File: src/rtl/pipe_run_monitor_if.sv
// Observation bundle from the pipelined core's hazard unit and M/W stages.
// The core side drives it (master); the run monitor only listens (slave).
interface pipe_run_monitor_if #(
    parameter int WIDTH   = 32,
    parameter int NUM_FWD = 2
);
    logic                   stall_f;
    logic                   stall_d;
    logic                   flush_e;
    logic                   reg_write_w;
    logic                   mem_write_m;
    logic [WIDTH-1:0]       alu_out_m;
    logic [WIDTH-1:0]       write_data_m;
    logic [2*NUM_FWD-1:0]   fwd;

    modport master (
        output stall_f, stall_d, flush_e, reg_write_w,
        output mem_write_m, alu_out_m, write_data_m, fwd
    );

    modport slave (
        input stall_f, stall_d, flush_e, reg_write_w,
        input mem_write_m, alu_out_m, write_data_m, fwd
    );
endinterface

File: src/rtl/pipe_run_monitor.sv
// Run controller and performance monitor for the pipelined MIPS core: sequences
// core reset, counts RUN-cycle events, and latches halt/timeout with pass/fail.
module pipe_run_monitor #(
    parameter int               WIDTH        = 32,
    parameter int               CNT_W        = 32,
    parameter int               NUM_FWD      = 2,
    parameter int               RESET_CYCLES = 4,
    parameter longint           MAX_CYCLES   = 100000,
    parameter logic [WIDTH-1:0] HALT_ADDR    = 32'h0000_0054,
    parameter logic [WIDTH-1:0] PASS_VALUE   = 32'h0000_0007
) (
    input  logic                     clk,
    input  logic                     reset,
    pipe_run_monitor_if.slave        obs,
    output logic                     core_reset,
    output logic [1:0]               state,
    output logic                     done,
    output logic                     pass,
    output logic [CNT_W-1:0]         cnt_cycle,
    output logic [CNT_W-1:0]         cnt_retire,
    output logic [CNT_W-1:0]         cnt_stall,
    output logic [CNT_W-1:0]         cnt_flush,
    output logic [NUM_FWD*CNT_W-1:0] cnt_fwd_m,
    output logic [NUM_FWD*CNT_W-1:0] cnt_fwd_w,
    output logic                     fwd_err
);

    localparam logic [1:0] S_HOLD    = 2'd0;
    localparam logic [1:0] S_RUN     = 2'd1;
    localparam logic [1:0] S_DONE    = 2'd2;
    localparam logic [1:0] S_TIMEOUT = 2'd3;

    localparam int                HOLD_W    = (RESET_CYCLES > 1) ? $clog2(RESET_CYCLES) : 1;
    localparam logic [HOLD_W-1:0] HOLD_LAST = HOLD_W'(RESET_CYCLES - 1);

    // Timeout compare is done one bit wider than the larger of CNT_W and 32 so a
    // saturated counter can never alias onto the budget.
    localparam int               CMP_W       = ((CNT_W > 32) ? CNT_W : 32) + 1;
    localparam logic [CMP_W-1:0] CYCLE_LIMIT = CMP_W'(MAX_CYCLES);

    function automatic logic [CNT_W-1:0] sat_inc(input logic [CNT_W-1:0] v, input logic en);
        if (en && (v != {CNT_W{1'b1}}))
            return v + CNT_W'(1);
        return v;
    endfunction

    logic [1:0]                          state_q, state_d;
    logic [HOLD_W-1:0]                   hold_q, hold_d;
    logic                                core_reset_q, core_reset_d;
    logic                                done_q, done_d;
    logic                                pass_q, pass_d;
    logic [CNT_W-1:0]                    cnt_cycle_q, cnt_cycle_d;
    logic [CNT_W-1:0]                    cnt_retire_q, cnt_retire_d;
    logic [CNT_W-1:0]                    cnt_stall_q, cnt_stall_d;
    logic [CNT_W-1:0]                    cnt_flush_q, cnt_flush_d;
    logic [NUM_FWD-1:0][CNT_W-1:0]       cnt_fwd_m_q, cnt_fwd_m_d;
    logic [NUM_FWD-1:0][CNT_W-1:0]       cnt_fwd_w_q, cnt_fwd_w_d;
    logic                                fwd_err_q, fwd_err_d;

    logic                                halt;
    logic                                timeout_hit;
    logic [1:0]                          fwd_sel;

    always_comb begin
        state_d      = state_q;
        hold_d       = hold_q;
        pass_d       = pass_q;
        cnt_cycle_d  = cnt_cycle_q;
        cnt_retire_d = cnt_retire_q;
        cnt_stall_d  = cnt_stall_q;
        cnt_flush_d  = cnt_flush_q;
        cnt_fwd_m_d  = cnt_fwd_m_q;
        cnt_fwd_w_d  = cnt_fwd_w_q;
        fwd_err_d    = fwd_err_q;
        fwd_sel      = 2'b00;

        halt        = obs.mem_write_m && (obs.alu_out_m == HALT_ADDR);
        timeout_hit = (({{(CMP_W-CNT_W){1'b0}}, cnt_cycle_q} + CMP_W'(1)) == CYCLE_LIMIT);

        case (state_q)
            S_HOLD: begin
                if (hold_q == HOLD_LAST)
                    state_d = S_RUN;
                else
                    hold_d = hold_q + HOLD_W'(1);
            end
            S_RUN: begin
                cnt_cycle_d  = sat_inc(cnt_cycle_q, 1'b1);
                cnt_retire_d = sat_inc(cnt_retire_q, obs.reg_write_w);
                cnt_stall_d  = sat_inc(cnt_stall_q, obs.stall_f | obs.stall_d);
                cnt_flush_d  = sat_inc(cnt_flush_q, obs.flush_e);
                for (int i = 0; i < NUM_FWD; i++) begin
                    fwd_sel        = obs.fwd[2*i +: 2];
                    cnt_fwd_m_d[i] = sat_inc(cnt_fwd_m_q[i], fwd_sel == 2'b10);
                    cnt_fwd_w_d[i] = sat_inc(cnt_fwd_w_q[i], fwd_sel == 2'b01);
                    if (fwd_sel == 2'b11)
                        fwd_err_d = 1'b1;
                end
                // Halt outranks timeout when both land on the same cycle.
                if (halt) begin
                    state_d = S_DONE;
                    pass_d  = (obs.write_data_m == PASS_VALUE);
                end else if (timeout_hit) begin
                    state_d = S_TIMEOUT;
                end
            end
            default: ;
        endcase

        core_reset_d = (state_d != S_RUN);
        done_d       = (state_d == S_DONE) || (state_d == S_TIMEOUT);
    end

    always_ff @(posedge clk or negedge reset) begin
        if (!reset) begin
            state_q      <= S_HOLD;
            hold_q       <= '0;
            core_reset_q <= 1'b1;
            done_q       <= 1'b0;
            pass_q       <= 1'b0;
            cnt_cycle_q  <= '0;
            cnt_retire_q <= '0;
            cnt_stall_q  <= '0;
            cnt_flush_q  <= '0;
            cnt_fwd_m_q  <= '0;
            cnt_fwd_w_q  <= '0;
            fwd_err_q    <= 1'b0;
        end else begin
            state_q      <= state_d;
            hold_q       <= hold_d;
            core_reset_q <= core_reset_d;
            done_q       <= done_d;
            pass_q       <= pass_d;
            cnt_cycle_q  <= cnt_cycle_d;
            cnt_retire_q <= cnt_retire_d;
            cnt_stall_q  <= cnt_stall_d;
            cnt_flush_q  <= cnt_flush_d;
            cnt_fwd_m_q  <= cnt_fwd_m_d;
            cnt_fwd_w_q  <= cnt_fwd_w_d;
            fwd_err_q    <= fwd_err_d;
        end
    end

    assign core_reset = core_reset_q;
    assign state      = state_q;
    assign done       = done_q;
    assign pass       = pass_q;
    assign cnt_cycle  = cnt_cycle_q;
    assign cnt_retire = cnt_retire_q;
    assign cnt_stall  = cnt_stall_q;
    assign cnt_flush  = cnt_flush_q;
    assign cnt_fwd_m  = cnt_fwd_m_q;
    assign cnt_fwd_w  = cnt_fwd_w_q;
    assign fwd_err    = fwd_err_q;

endmodule

File: src/flat_wrapper.sv
// flat-port wrapper written by rule: the top's interface ports become plain ports
module pipe_run_monitor_flat 
#(
    parameter int               WIDTH        = 32,
    parameter int               CNT_W        = 32,
    parameter int               NUM_FWD      = 2,
    parameter int               RESET_CYCLES = 4,
    parameter longint           MAX_CYCLES   = 100000,
    parameter logic [WIDTH-1:0] HALT_ADDR    = 32'h0000_0054,
    parameter logic [WIDTH-1:0] PASS_VALUE   = 32'h0000_0007
)
  (clk, reset, core_reset, state, done, pass, cnt_cycle, cnt_retire, cnt_stall, cnt_flush, cnt_fwd_m, cnt_fwd_w, fwd_err, obs_stall_f, obs_stall_d, obs_flush_e, obs_reg_write_w, obs_mem_write_m, obs_alu_out_m, obs_write_data_m, obs_fwd);
  pipe_run_monitor_if #(.WIDTH(WIDTH), .NUM_FWD(NUM_FWD)) obs_i ();
  input  logic clk;
  input  logic reset;
  output logic core_reset;
  output logic [1:0] state;
  output logic done;
  output logic pass;
  output logic [CNT_W-1:0] cnt_cycle;
  output logic [CNT_W-1:0] cnt_retire;
  output logic [CNT_W-1:0] cnt_stall;
  output logic [CNT_W-1:0] cnt_flush;
  output logic [NUM_FWD*CNT_W-1:0] cnt_fwd_m;
  output logic [NUM_FWD*CNT_W-1:0] cnt_fwd_w;
  output logic fwd_err;
  input wire logic [$bits(obs_i.stall_f)-1:0] obs_stall_f;
  input wire logic [$bits(obs_i.stall_d)-1:0] obs_stall_d;
  input wire logic [$bits(obs_i.flush_e)-1:0] obs_flush_e;
  input wire logic [$bits(obs_i.reg_write_w)-1:0] obs_reg_write_w;
  input wire logic [$bits(obs_i.mem_write_m)-1:0] obs_mem_write_m;
  input wire logic [$bits(obs_i.alu_out_m)-1:0] obs_alu_out_m;
  input wire logic [$bits(obs_i.write_data_m)-1:0] obs_write_data_m;
  input wire logic [$bits(obs_i.fwd)-1:0] obs_fwd;
  assign obs_i.stall_f = obs_stall_f;
  assign obs_i.stall_d = obs_stall_d;
  assign obs_i.flush_e = obs_flush_e;
  assign obs_i.reg_write_w = obs_reg_write_w;
  assign obs_i.mem_write_m = obs_mem_write_m;
  assign obs_i.alu_out_m = obs_alu_out_m;
  assign obs_i.write_data_m = obs_write_data_m;
  assign obs_i.fwd = obs_fwd;
  pipe_run_monitor #(.WIDTH(WIDTH), .CNT_W(CNT_W), .NUM_FWD(NUM_FWD), .RESET_CYCLES(RESET_CYCLES), .MAX_CYCLES(MAX_CYCLES), .HALT_ADDR(HALT_ADDR), .PASS_VALUE(PASS_VALUE)) u_core (.clk(clk), .reset(reset), .obs(obs_i), .core_reset(core_reset), .state(state), .done(done), .pass(pass), .cnt_cycle(cnt_cycle), .cnt_retire(cnt_retire), .cnt_stall(cnt_stall), .cnt_flush(cnt_flush), .cnt_fwd_m(cnt_fwd_m), .cnt_fwd_w(cnt_fwd_w), .fwd_err(fwd_err));
endmodule
File: config.mk
export PLATFORM = sky130hd
export DESIGN_NAME = pipe_run_monitor_flat
export DESIGN_NICKNAME = d
export VERILOG_FILES = /design/src/rtl/pipe_run_monitor_if.sv /design/src/rtl/pipe_run_monitor.sv /design/src/flat_wrapper.sv
export SDC_FILE = /design/constraint.sdc
export NUM_CORES = 1
export LEC_CHECK = 0
export CAP_MARGIN = 20
export CORE_MARGIN = 2
export CORE_UTILIZATION = 35
export CTS_CLUSTER_DIAMETER = 40
export DETAILED_ROUTE_END_ITERATION = 10
export GPL_ROUTABILITY_DRIVEN = 0
export PLACE_DENSITY = 0.72
export SETUP_SLACK_MARGIN = 0.15
export SKIP_CTS_REPAIR_TIMING = 1
export SLEW_MARGIN = 30
export SYNTH_ARGS = -nofsm -noshare
export SYNTH_HDL_FRONTEND = slang
export SYNTH_SLANG_ARGS = --single-unit
File: constraint.sdc
create_clock -name clk -period 3.21 [get_ports clk]
set_input_delay 0.642 -clock clk [delete_from_list [all_inputs] [get_ports clk]]
set_output_delay 0.642 -clock clk [all_outputs]
set_load 0.02 [all_outputs]
==> results of run 1 <==
-- final timing paths --
path                                     start                    to  slack, ns  cells past startpoint
setup reg to reg           u_core.cnt_cycle[0]     u_core.core_reset       0.35                      8
setup / recovery           u_core.cnt_cycle[0]     u_core.core_reset       0.35                      8
hold reg to reg                 u_core.fwd_err        u_core.fwd_err       0.48                      1
hold / removal                           reset  u_core.cnt_fwd_w[13]       0.14                      1
min in group clk                u_core.fwd_err        u_core.fwd_err       0.48                      1
max in group asynchronous                reset     u_core.core_reset       2.25                      2
-- through the flow --
step	setup slack [ns]	hold WS [ns]	cell area [um2]	cells	power (mW)
4_1_cts	0.3623	0.1740	18250	2110	8.105
3_5_place_dp	0.2803	0.4654	16840	2031	3.586
5_1_grt	0.1851	0.2054	18260	2110	8.269
3_3_place_gp	0.3365	0.4612	16840	2031	3.582
2_1_floorplan	0.2542	0.3464	12810	1227	3.405
6_report	0.3527	0.1410	18260	2110	8.000
-- routing by layer --
metal / up-vias / share of wire, % / track usage [%]
li1: 5104 / - / -
met1: 5287 / 45 / 24.69
met2: 325 / 46 / 29.67
met3: 56 / 6.7 / 5.078
met4: 0 / 2.3 / 5.485
met5: - / 0 / 0
-- Yosys cell counts, types with 5 or more instances --
cell / instances
dfrtp_1: 263
xnor2_1: 173
nand2_1: 126
nand3_1: 93
nand4_1: 80
nor2_1: 79
xor2_1: 76
and3_1: 41
nor4_1: 34
and4_1: 32
nor3_1: 31
inv_1: 26
and2_1: 20
clkbuf_1: 20
a21oi_1: 14
ha_1: 10
mux2_2: 8
buf_6: 7
o211ai_1: 7
o21ai_0: 7
nand2b_1: 6
nor3b_1: 6
or3_1: 6
nor4b_1: 5
-- state kept, by name, indices dropped and copies added (netlist names) --
signal,cells
u_core.cnt_retire,32
u_core.core_reset,1
u_core.cnt_stall,32
u_core.done,1
u_core.cnt_cycle,32
u_core.cnt_fwd_w,64
u_core.hold_q,2
u_core.fwd_err,1
u_core.cnt_flush,32
u_core.pass,1
u_core.state,2
u_core.cnt_fwd_m,64
-- cells by family after synthesis --
kind of cell	after synthesis	share of synthesized area [%]
AOI/OAI and AO/OA	53	2.744
xor gates and xnor gates	249	17.02
adders and majority gates	10	0.9766
buffers and inverters	55	2.061
DFF	264	51.57
muxes	9	0.7813
and+or+nand+nor	587	24.84
-- power by group through the flow --
stage	Combinational [mW]	Clock (mW)	Sequential [mW]
4_1_cts	0.193	4.58	3.34
6_report	0.185	4.48	3.34
2_1_floorplan	0.00847	0	3.40
5_1_grt	0.209	4.73	3.33
3_3_place_gp	0.189	0	3.39
3_5_place_dp	0.192	0	3.39
-- final cells by class --
class | count | area (um2) | area share, %
flip-flops and latches | 264 | 6608 | 36.18
multi-input cells | 908 | 5952 | 32.59
repair buffers | 365 | 3611 | 19.77
clock buffers | 53 | 1196 | 6.549
well taps | 468 | 585.6 | 3.206
clock inverters | 26 | 214.0 | 1.171
inverters | 26 | 97.59 | 0.5344
==> summary.md, run 1 <==
| Metric | Value |
|---|---|
| Number of enable flip-flop cells after synthesis | 0 |
| Initial antenna violation count | 0 |
| Post-synth top area share | 51.37% |
| Clock share of power | 56.0% |
| Worst-Skew Late Latency | approximately 0.52 ns |
| Sequential area share after synthesis | 51.57% |
| Die height | 195.3 um |
| Largest cells by area after synthesis | dfrtp_1 (51%), xnor2_1 (12%), xor2_1 (5.2%) |
| Crit. End Element | register |
| # DRC | 0 |
| Period utilization | about nine tenths |
| Psw | 1.852 mW |
| Post-synth top area cell | dfrtp_1 |
| Critical path class | register to register |
| Peak supply drop | 0.0003134 V |
| Vias in the first global route | 10897 |
| Setup tns final | 0 ns |
| I/O Buffers | 336 |
| PD cells | 438.0 mW/mm2 |
| Slew Limit Headroom | 38.58% |
| GRT Total Usage | 18.56% |
| Comb power frac | 2.3% |
| Syn. warnings | 0 |
| Share of layout cells above drive strength 1 | around 8% |
| Post-synthesis instance area | about 0.013 mm2 |
| Post-synthesis to final-layout area growth | 42.55% |
| Synthesized instance count | 1227 |
| H-tree levels | 2 |
| CTS Sinks | 264 |
| Most frequent cells in the layout | clkdlybuf4s50_1 (335), dfrtp_1 (263), xnor2_1 (173), nand2_1 (126), nand3_1 (93) |
| Hold WC Path Type | primary input to async pin |
| First-pass GRT wire length | 58080 um |
| MaxCap Viol Count | 0 |
| Initial DRT Pass Iterations | 5 |
| Clock tree buffer depth | 3 |
| Synth unique cells | 56 |
| DR vias/cell | 5.105 |
| CTS tree | done |
| CP bufs+invs | 0 |
| Post-synth ARST share | 100.0% |
| Status | completed |
| Clock Skew | 0.01721 ns |
| Worst path max stage delay | roughly 0.65 ns |
| I/O pins | 337 |
| Fin. Hold Viols | 0 |
| RSZ-0062 raised after global routing | no |
| CP required | 3.65 ns |
| Sequential power share | 41.7% |
| Die Wd | 195.3 um |
| Fin util | approximately 50% |
| Nets@finish | 1695 |
| Total gr overflow | 0 |
| HPWL Detailed | 26100 um |
| CP max-delay cell | or4_1 |
| Row Count | 70 |
| DRT Wirelength | 35530 um |
| TritonCTS buffer count | 45 |
| Wirelength per Cell | roughly 17 um |
| Leak Pwr | 7.745 nW |
| Sw frac | 23.14% |
| CP top delay family | simple AND/OR/NAND/NOR gates |
| Internal | 6.149 mW |
| Vias after detailed routing | 10772 |
| Initial DRC Count | 639 |
| Antenna-violating nets left | 0 |
| Maximum clock frequency | roughly 350 MHz |
| CP Cell Sequence | ha_1 -> nand3_2 -> or4_1 -> or3_1 -> a21oi_1 -> o211ai_1 -> or4_4 -> o211ai_1 |
| Startpoint Class | register |
| Seq cells post-synth | 264 |
| CP arrival | 3.30 ns |
| Core area | 0.03635 mm2 |
| Crit Path Max Fanout | 8 |
| Most used cell along the critical path | o211ai_1 |
| Largest net degree at the start of global routing | 95 |
| Syn_area_per_cell | 10.44 um2 |
| Worst slew pin tran | between 0.9 and 1 ns |
| Initial Util | 35.25% |
| Ant. Diodes | 0 |
| Final Max Tran Viols | 0 |
| Post-synth net total | roughly 1300 |
| Root buffer selected by CTS | clkbuf_16 |
| Commonest non-fill, non-tap cell in the layout | clkdlybuf4s50_1 |
| Final Setup Violations | 0 |
| Clock transition at path regs | approximately 0.06 ns |
| Tmin final | 2.857 ns |
| Primary FF master, synth | dfrtp_1 |
| FILL cells | 3254 |
| Die footprint | 0.03815 mm2 |
No activity file was read; power rests on OpenSTA's default activity.
==> inputs of run 2 (changes only) <==
--- a/config.mk
+++ b/config.mk
@@ -12,6 +12,7 @@
 export DETAILED_ROUTE_END_ITERATION = 10
 export GPL_ROUTABILITY_DRIVEN = 0
 export PLACE_DENSITY = 0.72
+export REMOVE_ABC_BUFFERS = 1
 export SETUP_SLACK_MARGIN = 0.15
 export SKIP_CTS_REPAIR_TIMING = 1
 export SLEW_MARGIN = 30
==> summary.md, run 2 (same netlist as run 1, synthesis figures left out) <==
| Metric | Value |
|---|---|
| Status | completed |
| Psw | 1.933 mW (+4.4%) |
| Final Max Tran Viols | 0 (unchanged) |
| Total gr overflow | 0 (unchanged) |
| HPWL Detailed | 26360 um (+1.0%) |
| Clock transition at path regs | 0.06 ns (about the same) |
| Wirelength per Cell | 17.12 um (+1.7%) |
| Antenna-violating nets left | 0 (unchanged) |
| FILL cells | 3229 (-0.77%) |
| Fin. Hold Viols | 0 (unchanged) |
| PD cells | 481.1 mW/mm2 (+9.8%) |
| MaxCap Viol Count | 0 (unchanged) |
| Die height | 195.3 um (unchanged) |
| First-pass GRT wire length | 58660 um (+1.0%) |
| # DRC | 0 (unchanged) |
| Worst path max stage delay | 0.66 ns (about the same) |
| Worst slew pin tran | 0.8479 ns (-0.06497 ns) |
| CTS tree | done |
| Setup tns final | 0 ns (unchanged) |
| Critical path class | register to register |
| DR vias/cell | 5.136 (+0.59%) |
| Peak supply drop | 0.0003951 V (+26%) |
| Initial DRT Pass Iterations | 5 (unchanged) |
| Initial DRC Count | 525 (-18%) |
| H-tree levels | 2 (unchanged) |
| Post-synthesis to final-layout area growth | 45.22% |
| Share of layout cells above drive strength 1 | 8.551% (+0.57 points) |
| Clock tree buffer depth | 3 (unchanged) |
| Internal | 7.019 mW (+14%) |
| Largest net degree at the start of global routing | 79 (-17%) |
| Sequential power share | 37.3% (-4.4 points) |
| RSZ-0062 raised after global routing | yes |
| TritonCTS buffer count | 48 (+6.7%) |
| Tmin final | 2.914 ns (+0.05679 ns) |
| CP Cell Sequence | ha_1 -> nand3_2 -> or4_1 -> or3_1 -> a21oi_1 -> o211ai_1 -> or4_4 -> o211ai_1 |
| Vias after detailed routing | 10877 (+0.97%) |
| Crit. End Element | register |
| Final Setup Violations | 0 (unchanged) |
| Clock share of power | 60.6% (+4.6 points) |
| I/O Buffers | 336 (unchanged) |
| Period utilization | 90.78% (+1.8 points) |
| Most used cell along the critical path | o211ai_1 |
| Clock Skew | 0.01551 ns (-0.001705 ns) |
| Initial antenna violation count | 1 (+1) |
| Startpoint Class | register |
| CP max-delay cell | or4_1 |
| Leak Pwr | 7.912 nW (+2.1%) |
| Crit Path Max Fanout | 10 (+2) |
| Vias in the first global route | 10768 (-1.2%) |
| Comb power frac | 2.1% (-0.2 points) |
| CP required | 3.69 ns (+0.04 ns) |
| Final std cells w/o fill | 2118 (+0.38%) |
| Root buffer selected by CTS | clkbuf_16 |
| Power, Total | 8.952 mW (+12%) |
| Post-Place Cells | 2028 (-0.15%) |
| DRT Wirelength | 36260 um (+2.0%) |
| Most frequent cells in the layout | clkdlybuf4s50_1 (335), dfrtp_1 (262), xnor2_1 (173), nand2_1 (126), nand3_1 (93) |
| GRT Total Usage | 19.08% (+0.52 points) |
| Die Wd | 195.3 um (unchanged) |
| Die footprint | 0.03815 mm2 (unchanged) |
| Slew Limit Headroom | 42.95% (+4.4 points) |
| Commonest non-fill, non-tap cell in the layout | clkdlybuf4s50_1 |
| Core area | 0.03635 mm2 (unchanged) |
| CP arrival | 3.39 ns (+0.09 ns) |
| Hold WC Path Type | primary input to async pin |
| Initial Util | 35.25% (unchanged) |
| R2r setup slk | 0.30 ns (-0.06 ns) |
| CTS Sinks | 264 (unchanged) |
| Nets@finish | 1695 (unchanged) |
| Sw frac | 21.59% (-1.6 points) |
| Worst-Skew Late Latency | 0.56 ns (+0.04 ns) |
| Maximum clock frequency | 343.2 MHz (-1.9%) |
| Row Count | 70 (unchanged) |
| I/O pins | 337 (unchanged) |
==> run 2: cell count changes in the layout (fill, tap and decap cells not counted), sizes merged <==
cell,before,now
inv,39,34
bufinv,0,8
diode,0,1
clkinv,6,13
clkbuf,53,57
clkinvlp,7,3
buf,30,27
==> run 2: worst paths after layout <==
| check | to | start | depth (start not counted) |
|---|---|---|---|
| min reg2reg | u_core.hold_q[0] | u_core.hold_q[0] | 1 |
| min | u_core.cnt_retire[9] | reset | 1 |
| max reg2reg | u_core.core_reset | u_core.cnt_cycle[1] | 8 |
| max in group asynchronous | u_core.core_reset | reset | 2 |
| min in group clk | u_core.hold_q[0] | u_core.hold_q[0] | 1 |
| max | u_core.core_reset | u_core.cnt_cycle[1] | 8 |
==> run 2: metal layers <==
layer / part of all wire (%) / routed length [um] / track usage, %
met5: 0 / 0 / 0
met4: 2.8 / 1014 / 7.379
met3: 6.9 / 2517 / 4.611
met2: 48 / 17510 / 31.56
met1: 42 / 15220 / 24.17
==> run 2: power groups by stage <==
stage	clock [mW]	combinational, mW	sequential (mW)
after floorplan	0	0.00847	3.40
after global placement	0	0.194	3.39
after detailed placement	0	0.196	3.39
after CTS	5.55	0.197	3.34
after global routing	5.70	0.212	3.33
final	5.42	0.189	3.34
==> run 2: through the flow <==
| stage | instance area (um2) | setup WS [ns] | util, % | hold WS (ns) |
|---|---|---|---|---|
| global placement | 16840 | 0.3519 | 46.34 | 0.4610 |
| global route | 18600 | 0.1369 | 51.18 | 0.1141 |
| floorplan | 12650 | 0.2650 | - | 0.3464 |
| CTS | 18590 | 0.2168 | 51.15 | 0.07742 |
| detailed placement | 16840 | 0.2155 | 46.34 | 0.4677 |
| finish | 18610 | 0.2959 | 51.19 | 0.08466 |
==> run 2: cell type report <==
cell class                      instances  area, um2  area share, %
Sequential cell                       264       6609          35.52
Multi-Input combinational cell        908       5952          31.99
Timing Repair Buffer                  362       3613          19.42
Clock buffer                           57       1305          7.014
Tap cell                              468      585.6          3.147
Clock inverter                         32      441.7          2.374
Inverter                               26      97.59         0.5245
Antenna cell                            1      2.502        0.01345
==> run 2: critical path: cells and delay by family (launching register included) <==
family | cells | cell delay, ns
AND/OR/NAND/NOR | 4 | 1.76
flip-flops | 1 | 0.45
AO/OA/AOI/OAI | 3 | 0.41
adder cells (fa/ha/maj) | 1 | 0.21
